==> src/rtl/mf8x_pkg.sv <==
// Shared types and default widths for the mf8x load/store path.
package mf8x_pkg;

    localparam int DEF_ADDR_W   = 16;
    localparam int DEF_DATA_W   = 8;
    localparam int DEF_DISP_W   = 6;
    localparam int DEF_MAX_WAIT = 15;

    typedef enum logic [1:0] {
        PLAIN   = 2'b00,
        POSTINC = 2'b01,
        PREDEC  = 2'b10,
        DISP    = 2'b11
    } lsu_mode_t;

    typedef enum logic {
        IDLE   = 1'b0,
        ACCESS = 1'b1
    } lsu_state_t;

endpackage

==> src/rtl/mf8x_ptr_agu.sv <==
// Combinational pointer address generator: effective address plus pointer write-back value.
module mf8x_ptr_agu
    import mf8x_pkg::*;
#(
    parameter int ADDR_W = DEF_ADDR_W,
    parameter int DISP_W = DEF_DISP_W
) (
    input  logic [ADDR_W-1:0] ptr_i,
    input  logic [DISP_W-1:0] disp_i,
    input  lsu_mode_t         mode_i,
    output logic [ADDR_W-1:0] addr_o,
    output logic [ADDR_W-1:0] ptr_upd_o,
    output logic              ptr_wr_en_o
);

    // Arithmetic wraps modulo 2^ADDR_W; no carry or borrow is reported.
    always_comb begin
        addr_o      = ptr_i;
        ptr_upd_o   = ptr_i;
        ptr_wr_en_o = 1'b0;
        case (mode_i)
            POSTINC: begin
                ptr_upd_o   = ptr_i + ADDR_W'(1);
                ptr_wr_en_o = 1'b1;
            end
            PREDEC: begin
                addr_o      = ptr_i - ADDR_W'(1);
                ptr_upd_o   = ptr_i - ADDR_W'(1);
                ptr_wr_en_o = 1'b1;
            end
            DISP: begin
                addr_o = ptr_i + ADDR_W'(disp_i);
            end
            default: ;
        endcase
    end

endmodule

==> src/rtl/mf8x_lsu.sv <==
// Handshaken load/store unit: one RAM access per request, held until ram_ready or timeout.
module mf8x_lsu
    import mf8x_pkg::*;
#(
    parameter int ADDR_W   = DEF_ADDR_W,
    parameter int DATA_W   = DEF_DATA_W,
    parameter int DISP_W   = DEF_DISP_W,
    parameter int MAX_WAIT = DEF_MAX_WAIT
) (
    input  logic              Clk,
    input  logic              Reset,
    input  logic              Req,
    input  logic              Req_Wr,
    input  logic [1:0]        Req_Mode,
    input  logic [ADDR_W-1:0] Req_Ptr,
    input  logic [DISP_W-1:0] Req_Disp,
    input  logic [DATA_W-1:0] Req_WData,
    output logic              Busy,
    output logic              Done,
    output logic              Err,
    output logic [DATA_W-1:0] Rd_Data,
    output logic              Ptr_Wr,
    output logic [ADDR_W-1:0] Ptr_Upd,
    output logic [ADDR_W-1:0] ram_addr,
    output logic [DATA_W-1:0] ram_dataout,
    output logic              ram_read,
    output logic              ram_write,
    input  logic [DATA_W-1:0] ram_datain,
    input  logic              ram_ready
);

    localparam int CNT_W = (MAX_WAIT < 1) ? 1 : $clog2(MAX_WAIT + 1);

    lsu_state_t        state_q, state_d;
    logic [CNT_W-1:0]  cnt_q, cnt_d;
    logic [ADDR_W-1:0] addr_q, addr_d, upd_q, upd_d;
    logic [DATA_W-1:0] wdata_q, wdata_d, rdata_q, rdata_d;
    logic              rd_q, rd_d, wr_q, wr_d, upd_en_q, upd_en_d;
    logic              done_q, done_d, err_q, err_d, ptr_wr_q, ptr_wr_d;

    logic [ADDR_W-1:0] agu_addr, agu_upd;
    logic              agu_en;

    mf8x_ptr_agu #(
        .ADDR_W (ADDR_W),
        .DISP_W (DISP_W)
    ) u_agu (
        .ptr_i       (Req_Ptr),
        .disp_i      (Req_Disp),
        .mode_i      (lsu_mode_t'(Req_Mode)),
        .addr_o      (agu_addr),
        .ptr_upd_o   (agu_upd),
        .ptr_wr_en_o (agu_en)
    );

    always_ff @(posedge Clk or posedge Reset) begin
        if (Reset) begin
            state_q  <= IDLE;
            cnt_q    <= '0;
            addr_q   <= '0;
            upd_q    <= '0;
            wdata_q  <= '0;
            rdata_q  <= '0;
            rd_q     <= 1'b0;
            wr_q     <= 1'b0;
            upd_en_q <= 1'b0;
            done_q   <= 1'b0;
            err_q    <= 1'b0;
            ptr_wr_q <= 1'b0;
        end else begin
            state_q  <= state_d;
            cnt_q    <= cnt_d;
            addr_q   <= addr_d;
            upd_q    <= upd_d;
            wdata_q  <= wdata_d;
            rdata_q  <= rdata_d;
            rd_q     <= rd_d;
            wr_q     <= wr_d;
            upd_en_q <= upd_en_d;
            done_q   <= done_d;
            err_q    <= err_d;
            ptr_wr_q <= ptr_wr_d;
        end
    end

    always_comb begin
        state_d  = state_q;
        cnt_d    = cnt_q;
        addr_d   = addr_q;
        upd_d    = upd_q;
        wdata_d  = wdata_q;
        rdata_d  = rdata_q;
        rd_d     = rd_q;
        wr_d     = wr_q;
        upd_en_d = upd_en_q;
        done_d   = 1'b0;
        err_d    = 1'b0;
        ptr_wr_d = 1'b0;
        case (state_q)
            IDLE: begin
                if (Req) begin
                    state_d  = ACCESS;
                    cnt_d    = '0;
                    addr_d   = agu_addr;
                    upd_d    = agu_upd;
                    upd_en_d = agu_en;
                    wdata_d  = Req_WData;
                    rd_d     = ~Req_Wr;
                    wr_d     = Req_Wr;
                end
            end
            ACCESS: begin
                if (ram_ready) begin
                    if (rd_q) rdata_d = ram_datain;
                    done_d   = 1'b1;
                    ptr_wr_d = upd_en_q;
                    rd_d     = 1'b0;
                    wr_d     = 1'b0;
                    state_d  = IDLE;
                end else if ((MAX_WAIT != 0) && (cnt_q == CNT_W'(MAX_WAIT))) begin
                    // Timeout: report the error but leave Rd_Data and the pointer untouched.
                    done_d  = 1'b1;
                    err_d   = 1'b1;
                    rd_d    = 1'b0;
                    wr_d    = 1'b0;
                    state_d = IDLE;
                end else begin
                    cnt_d = cnt_q + CNT_W'(1);
                end
            end
            default: state_d = IDLE;
        endcase
    end

    assign Busy        = (state_q == ACCESS);
    assign Done        = done_q;
    assign Err         = err_q;
    assign Rd_Data     = rdata_q;
    assign Ptr_Wr      = ptr_wr_q;
    assign Ptr_Upd     = upd_q;
    assign ram_addr    = addr_q;
    assign ram_dataout = wdata_q;
    assign ram_read    = rd_q;
    assign ram_write   = wr_q;

endmodule

==> config.mk <==
export PLATFORM = sky130hd
export DESIGN_NAME = mf8x_lsu
export DESIGN_NICKNAME = d
export VERILOG_FILES = /design/src/rtl/mf8x_pkg.sv /design/src/rtl/mf8x_ptr_agu.sv /design/src/rtl/mf8x_lsu.sv
export SDC_FILE = /design/constraint.sdc
export NUM_CORES = 1
export LEC_CHECK = 0
export ABC_AREA = 1
export BUFFER_PORTS_ARGS = -buffer_cell sky130_fd_sc_hd__buf_4
export CAP_MARGIN = 20
export CELL_PAD_IN_SITES_DETAIL_PLACEMENT = 1
export CELL_PAD_IN_SITES_GLOBAL_PLACEMENT = 2
export CORE_UTILIZATION = 27
export CTS_CLUSTER_SIZE = 10
export DETAILED_ROUTE_END_ITERATION = 6
export GPL_TIMING_DRIVEN = 0
export PLACE_DENSITY = 0.8
export SYNTH_ARGS = -nofsm -noshare
export SYNTH_HDL_FRONTEND = slang
export SYNTH_SLANG_ARGS = --single-unit
==> constraint.sdc <==
create_clock -name Clk -period 1.8 [get_ports Clk]
set_input_delay 0.36 -clock Clk [delete_from_list [all_inputs] [get_ports Clk]]
set_output_delay 0.36 -clock Clk [all_outputs]
set_load 0.03 [all_outputs]
==> impl_metrics.ini, run 1 <==
[logic_synthesis]
synth_edf_count = 0
async_flop_share_pct = 100
yosysSeqAreaShare_pct = 35.9
synth_seq_cells = 59
synth_ff_type = dfrtp_1
syn-num-nets = 647
synth.top_cell.area_share_pct = 35.9
syn_area_um2 = 4110
ys_warn_count = 0
synthTopCellsByArea = dfrtp_1 36%, nand2_1 15%, nand3_1 8.4%
synthCells = 589
yosysTopAreaCell = dfrtp_1
synthDistinctLibCells = 39
syn_area_per_cell_um2 = 6.98

[floorplanning]
core_area_um2 = 14700
ios = 99
die_h_um = 125
die_x_um = 125
rows = 44
initial_core_util_pct = 28.0
die_area_um2 = 15700

[critical_path]
rr_startpoint = Busy$_DFF_PP0_
critical_path_class = input port to flip-flop
arrival_ns = 1.97
rr_worst_depth = 5
crit_fanout = 10
timing.rr.end = ram_read$_DFFE_PP0P_
worstSetupEndpointType = flip-flop
worstPathRequired_ns = 2.07
crit_end = Ptr_Upd[5]$_DFFE_PP0P_
startpoint_type = input port
crit_start = Req_Mode[1]
reg2reg_slack_ns = 0.15

[sta]
rsz0062_at_grt = false
relSlewSlack_pct = 47.9
fin_crit_sh_pct = 94.1
fin_ws_ns = 0.106
fmax_ghz = 0.590
hold_viol_final = 0
min_period_ns = 1.69
drv_slew = 0
fin_skew_ns = 0.00840
hold_ws_ns = 0.166
setup_viol = 0
tightest_slew_ns = 0.780

[detailed_routing]
viasPerCell = 4.87
wl_um = 14900
drt_first_iter_violations = 224
ant_nets = 0
wl_per_cell_um = 16.9
dr.pass1.iters = 7
drc = 12
via_count = 4292

[clocking]
cts_tree = built
cts-htree-levels = 3
clockBufferDepth = 2
root_buffer = clkbuf_16
numCtsBuffers = 9
cts_sinks = 59
clkLatencyLatePin_ns = 0.34
clk_pin_slew_ns = 0.06

[place]
gp_congestion = 0.829
place_ws_ns = -0.372
dp_hpwl_um = 11400
io_buffer_count = 92

[power]
ir_drop_uv = 335
leakagePower_nw = 2.61
total_power_mw = 5.72
power_density_nw_per_um2 = 1070

[cells_and_area]
diodes = 0
final_util_pct = 36.4
area_growth_syn_to_layout_pct = 30.3
drive_gt1_share_pct = 24.6
layout_common_cells = 167 x nand2_1, 93 x buf_4, 67 x nand3_1
mostFrequentLayoutCell = nand2_1
nNetsFinal = 751

[global_route]
track_usage_pct = 20.0
grt_max_degree = 35
antenna_found_initial = 0
grt_pass1_vias = 4507
overflow = 0
grt_first_pass_wirelength_um = 24300

[job]
cap_viol_max_count = 0

[status]
status = complete, but fails checks
violations = design-rule violations

[worst_hold_path]
min_path_type = input port to async pin
-- flip-flops by register name, indices dropped and copies added (netlist names), 4 cells and up --
register,cells
cnt_q,4
Ptr_Upd,16
ram_dataout,8
ram_addr,16
Rd_Data,8
-- area by class of cell --
cell class                      instances  area [um2]
Buffer                                 25         155
Clock inverter                          4        25.0
Multi-Input combinational cell        449        2290
Clock buffer                           12         256
Fill cell                            1854        9340
Sequential cell                        59        1480
Inverter                               56         214
Tap cell                              184         230
Timing Repair Buffer                   93         711
-- synthesized netlist by cell type (all sizes together), types with 2 or more instances --
cell	n
a21boi	3
a21oi	41
a31oi	6
and2	3
buf	16
clkbuf	9
clkinv	2
dfrtp	59
ha	12
inv	54
mux2	8
nand2	173
nand3	73
nand4	5
nor2	75
nor3	4
o21ai	33
o22ai	2
or2	3
xnor2	2
-- layer usage --
metal	vias up	global-route usage (%)	part of all wire [%]
met3	15	3.77	4.9
met5	-	0	0
met2	98	35.0	49
met1	2053	25.2	45
met4	0	4.95	1.0
li1	2126	-	-
-- report_power, final --
part / internal, mW / switching (mW)
combinational: 0.799 / 1.42
clock: 1.00 / 0.640
sequential: 1.66 / 0.194
total: 3.46 / 2.26
-- worst min path at each step --
stage	from	endpoint	slack [ns]	depth (start not counted)
finish	Reset	Ptr_Upd[10]$_DFFE_PP0P_	0.17	2
global route	ram_ready	Err$_DFF_PP0_	0.21	2
CTS	Reset	Ptr_Upd[10]$_DFFE_PP0P_	0.19	2
detailed placement	Ptr_Upd[5]$_DFFE_PP0P_	Ptr_Upd[5]$_DFFE_PP0P_	0.47	2
global placement	ram_dataout[4]$_DFFE_PP0P_	ram_dataout[4]$_DFFE_PP0P_	0.46	2
floorplan	ram_ready	Err$_DFF_PP0_	0.43	1
-- critical path, stage by stage --
cell and delay [ns]:
buf_4 0.12, inv_1 0.05, ha_1 0.37, clkbuf_1 0.55, a21oi_1 0.14, o21ai_0 0.20, nand2_1 0.10, nand2_1 0.06
-- cells by family after synthesis --
kind of cell               after synthesis  synth area share [%]
buffers and inverters                   81                  8.86
and+or+nand+nor                        336                  36.6
DFF                                     59                  35.9
xor gates and xnor gates                 2                 0.426
AOI/OAI and AO/OA                       90                  11.9
muxes                                    8                  2.19
adders and majority gates               13                  4.14
-- repair_timing --
| action | in CTS | in global routing |
|---|---|---|
| hold buffers | 0 | 0 |
| gates resized for setup | 2 | 4 |
| setup buffers | 0 | 0 |
| setup endpoints to repair | 2 | 12 |
-- per-stage QoR --
| stage | instance area, um2 | setup TNS (ns) | std cells |
|---|---|---|---|
| after floorplan | 4110 | 0 | 589 |
| after global placement | 5030 | -5.18 | 865 |
| after detailed placement | 5050 | -6.01 | 866 |
| after CTS | 5350 | 0 | 882 |
| after global routing | 5360 | 0 | 882 |
| final | 5360 | 0 | 882 |
Note: power is estimated with default switching activity, not from simulation.
==> run 2, diff against run 1 <==
--- a/config.mk
+++ b/config.mk
@@ -10,10 +10,12 @@
 export CAP_MARGIN = 20
 export CELL_PAD_IN_SITES_DETAIL_PLACEMENT = 1
 export CELL_PAD_IN_SITES_GLOBAL_PLACEMENT = 2
+export CORE_MARGIN = 4
 export CORE_UTILIZATION = 27
 export CTS_CLUSTER_SIZE = 10
 export DETAILED_ROUTE_END_ITERATION = 6
 export GPL_TIMING_DRIVEN = 0
+export MAX_ROUTING_LAYER = met4
 export PLACE_DENSITY = 0.8
 export SYNTH_ARGS = -nofsm -noshare
 export SYNTH_HDL_FRONTEND = slang
==> impl_metrics.ini, run 2 (synthesis gave the netlist of run 1 again) <==
[status]
status = finished clean

[critical_path]
crit_start = Busy$_DFF_PP0_
critical_path_class = flip-flop to flip-flop
crit_fanout = 10
timing.rr.end = ram_read$_DFFE_PP0P_
worstSetupEndpointType = flip-flop
crit_end = ram_read$_DFFE_PP0P_
rr_worst_depth = 5
rr_startpoint = Busy$_DFF_PP0_
worstPathRequired_ns = 2.01
arrival_ns = 1.86
startpoint_type = flip-flop
reg2reg_slack_ns = 0.16

[power]
power_frac_seq_pct = 31.4
ir_drop_uv = 498
p_comb_share_pct = 37.7
power.switching_mw = 2.24
total_power_mw = 5.90
p_int_mw = 3.66
leakagePower_nw = 2.63
pwr-share-clk_pct = 31.0
power_density_nw_per_um2 = 1100
switching_share_pct = 37.9

[place]
dp_hpwl_um = 11500
gp_congestion = 0.876
io_buffer_count = 92
dpl-instance-area_um2 = 5050

[sta]
hold_viol_final = 0
min_period_ns = 1.64
finalSetupTns_ns = 0
hold_ws_ns = 0.0761
drv_slew = 0
fmax_ghz = 0.608
setup_viol = 0
fin_skew_ns = 0.00703
fin_crit_sh_pct = 91.4
relSlewSlack_pct = 53.9
tightest_slew_ns = 0.692
rsz0062_at_grt = false

[detailed_routing]
drc = 0
viasPerCell = 4.88
dr.pass1.iters = 4
drt_first_iter_violations = 140
wl_um = 14900
wl_per_cell_um = 16.9
via_count = 4303
ant_nets = 0

[clocking]
cts_sinks = 59
clkLatencyLatePin_ns = 0.34
clockBufferDepth = 2
numCtsBuffers = 9
holdBufCountCts = 0
cts-htree-levels = 3
root_buffer = clkbuf_16
cts_tree = built
clk_pin_slew_ns = 0.05

[global_route]
grt_first_pass_wirelength_um = 24200
overflow = 0
grt_max_degree = 37
grt_pass1_vias = 4613
track_usage_pct = 17.9
antenna_found_initial = 0

[floorplanning]
ios = 99
initial_core_util_pct = 28.0
rows = 44
die_x_um = 131
core_area_um2 = 14700
die_h_um = 131
die_area_um2 = 17300

[cells_and_area]
register_area_um2 = 1480
layout_common_cells = 167 x nand2_1, 93 x buf_4, 67 x nand3_1
mostFrequentLayoutCell = nand2_1
n_fill_cell = 1864
multi_input_area_um2 = 2290
area_growth_syn_to_layout_pct = 30.9
nNetsFinal = 751
drive_gt1_share_pct = 24.5
fin_area_um2 = 5380
diodes = 0

[job]
cap_viol_max_count = 0

[worst_hold_path]
min_path_type = input port to async pin
==> run 2: cell count changes in the layout (fill, tap and decap cells not counted), sizes merged <==
cell,before,now
clkbuf,21,19
bufinv,0,2
clkinvlp,3,1
clkinv,4,5
==> run 2: worst min path at each step <==
stage / slack, ns / end / start / cells past startpoint
floorplan: 0.43 / Err$_DFF_PP0_ / ram_ready / 1
global placement: 0.46 / ram_dataout[3]$_DFFE_PP0P_ / ram_dataout[3]$_DFFE_PP0P_ / 2
detailed placement: 0.45 / Rd_Data[6]$_DFFE_PP0P_ / Reset / 2
CTS: 0.09 / Rd_Data[6]$_DFFE_PP0P_ / Reset / 2
global route: 0.12 / Rd_Data[6]$_DFFE_PP0P_ / Reset / 2
finish: 0.08 / Rd_Data[6]$_DFFE_PP0P_ / Reset / 2
==> run 2: repair_timing <==
item | 4_1_cts | 5_1_grt
setup buffers | 0 | 0
setup endpoints to repair | 0 | 34
gates resized for setup | 0 | 7
==> run 2: power by group through the flow <==
stage / logic (mW) / registers, mW / clock network, mW
finish: 2.22 / 1.85 / 1.83
global placement: 2.20 / 1.86 / 0
detailed placement: 2.24 / 1.88 / 0
CTS: 2.25 / 1.86 / 1.88
floorplan: 0.729 / 2.48 / 0
global route: 2.42 / 1.90 / 1.94
==> run 2: per-layer routing <==
layer	vias to the layer above	track usage, %	share of wire, %
li1	2117	-	-
met1	2058	22.0	46
met2	108	29.6	47
met3	20	3.78	4.9
met4	0	5.89	2.1
met5	-	-	0
==> run 2: cell type report <==
cell class,instances,share of cell area (%)
well taps,184,4.28
inverters,56,3.98
plain buffers,25,2.88
clock buffers,10,4.25
repair buffers,93,13.2
multi-input cells,449,42.5
flip-flops and latches,59,27.4
clock inverters,5,1.46
==> run 2: metrics by stage <==
step / utilization, % / setup slack (ns) / cells
final: 36.6 / 0.155 / 881
after global routing: 36.6 / 0.00405 / 881
after CTS: 36.5 / 0.0103 / 881
after detailed placement: 34.4 / -0.330 / 866
after global placement: 34.3 / -0.317 / 865
after floorplan: - / 0.144 / 589
==> run 2: critical path: stages (launching register included) <==
cell	delay (ns)
dfrtp_1	0.46
nor2_4	0.11
inv_2	0.16
buf_2	0.33
buf_2	0.34
o22ai_1	0.12
==> run 3, diff against run 2 <==
--- a/config.mk
+++ b/config.mk
@@ -16,7 +16,7 @@
 export DETAILED_ROUTE_END_ITERATION = 6
 export GPL_TIMING_DRIVEN = 0
 export MAX_ROUTING_LAYER = met4
-export PLACE_DENSITY = 0.8
+export PLACE_DENSITY = 0.9
 export SYNTH_ARGS = -nofsm -noshare
 export SYNTH_HDL_FRONTEND = slang
 export SYNTH_SLANG_ARGS = --single-unit
==> impl_metrics.ini, run 3 (synthesis gave the netlist of run 1 again) <==
[status]
status = finished clean

[sta]
fin_skew_ns = 0.00545
drv_slew = 0
fmax_ghz = 0.604
fin_crit_sh_pct = 92.0
relSlewSlack_pct = 54.1
hold_viol_final = 0
tightest_slew_ns = 0.687
rsz0062_at_grt = false
min_period_ns = 1.66
setup_viol = 0

[cells_and_area]
layout_common_cells = 167 x nand2_1, 93 x buf_4, 67 x nand3_1
area_growth_syn_to_layout_pct = 30.5
diodes = 0
mostFrequentLayoutCell = nand2_1
final_util_pct = 36.5
nNetsFinal = 751
drive_gt1_share_pct = 24.9

[clocking]
cts_tree = built
cts-htree-levels = 3
clkLatencyLatePin_ns = 0.33
holdBufCountCts = 0
clockBufferDepth = 2
numCtsBuffers = 9
ctsResizeCount = 1
cts_setup_buffers = 0
cts_sinks = 59
root_buffer = clkbuf_16
clk_pin_slew_ns = 0.05

[detailed_routing]
wl_per_cell_um = 16.7
dr.pass1.iters = 5
viasPerCell = 4.92
drt_first_iter_violations = 191
ant_nets = 0
via_count = 4337
drc = 0
wl_um = 14700

[critical_path]
crit_chain = nor2_4 > inv_2 > clkbuf_1 > a21oi_1 > o21ai_0 > nand2_1
worstPathRequired_ns = 2.00
reg2reg_slack_ns = 0.14
critical_path_class = flip-flop to flip-flop
startpoint_type = flip-flop
rr_worst_depth = 6
crit_start = Busy$_DFF_PP0_
crit_end = Ptr_Upd[4]$_DFFE_PP0P_
timing.rr.end = Ptr_Upd[4]$_DFFE_PP0P_
rr_startpoint = Busy$_DFF_PP0_
worstSetupEndpointType = flip-flop
arrival_ns = 1.86
crit_fanout = 10
slowest_delay_ns = 0.49
crit_slowest_cell = clkbuf_1

[power]
power_density_nw_per_um2 = 1080
leakagePower_nw = 2.63
total_power_mw = 5.77
ir_drop_uv = 448

[place]
io_buffer_count = 92
dp_hpwl_um = 11400
gp_congestion = 0.876

[global_route]
track_usage_pct = 17.6
antenna_found_initial = 0
grt_pass1_vias = 4645
overflow = 0
grt_first_pass_wirelength_um = 24100
grt_max_degree = 31

[floorplanning]
die_area_um2 = 17300
core_area_um2 = 14700
rows = 44
die_h_um = 131
ios = 99
die_x_um = 131
initial_core_util_pct = 28.0

[job]
cap_viol_max_count = 0

[worst_hold_path]
min_path_type = input port to async pin
[run 3: metrics by stage]
stage | instance area, um2 | hold WS, ns | TNS, ns | worst slack (ns) | cells
3_5_place_dp | 5050 | 0.473 | -5.66 | -0.328 | 866
3_3_place_gp | 5030 | 0.455 | -5.06 | -0.309 | 865
2_1_floorplan | 4110 | 0.431 | 0 | 0.144 | 589
5_1_grt | 5360 | 0.190 | 0 | 0.0125 | 882
6_report | 5360 | 0.135 | 0 | 0.144 | 882
4_1_cts | 5350 | 0.149 | 0 | 0.0143 | 882
[run 3: how the worst min path moves through the flow]
stage | from | end | slack (ns) | depth (start not counted)
after floorplan | ram_ready | Err$_DFF_PP0_ | 0.43 | 1
after global placement | ram_dataout[1]$_DFFE_PP0P_ | ram_dataout[1]$_DFFE_PP0P_ | 0.45 | 2
after detailed placement | ram_dataout[7]$_DFFE_PP0P_ | ram_dataout[7]$_DFFE_PP0P_ | 0.47 | 2
after CTS | Reset | Ptr_Upd[9]$_DFFE_PP0P_ | 0.15 | 2
after global routing | Reset | Ptr_Upd[9]$_DFFE_PP0P_ | 0.19 | 2
final | Reset | Ptr_Upd[12]$_DFFE_PP0P_ | 0.13 | 2
[run 3: final cells by class]
class / count / area (um2)
buffer: 25 / 159
clock inverter: 5 / 53.8
multi-input combinational: 449 / 2290
inverter: 56 / 214
clock buffer: 11 / 233
tap: 184 / 230
fill: 1840 / 9340
timing repair buffer: 93 / 711
sequential: 59 / 1480
[run 3: critical path, delay by kind of cell (launching register included)]
| kind | cells | cell delay, ns |
|---|---|---|
| AO/OA/AOI/OAI | 2 | 0.24 |
| buffers and inverters | 2 | 0.64 |
| AND/OR/NAND/NOR | 2 | 0.18 |
| flip-flops | 1 | 0.45 |
[run 3: power by group]
group	switching, mW	internal [mW]
clock network	0.629	1.07
logic	1.42	0.799
registers	0.191	1.66
total	2.24	3.53
[run 3: per-layer routing]
layer,wire (um),track usage (%),share of wire [%],vias to the layer above
li1,-,-,-,2128
met1,6670,20.6,45,2083
met2,7270,30.4,49,109
met3,617,4.20,4.2,17
met4,196,4.73,1.3,0
met5,0,-,0,-
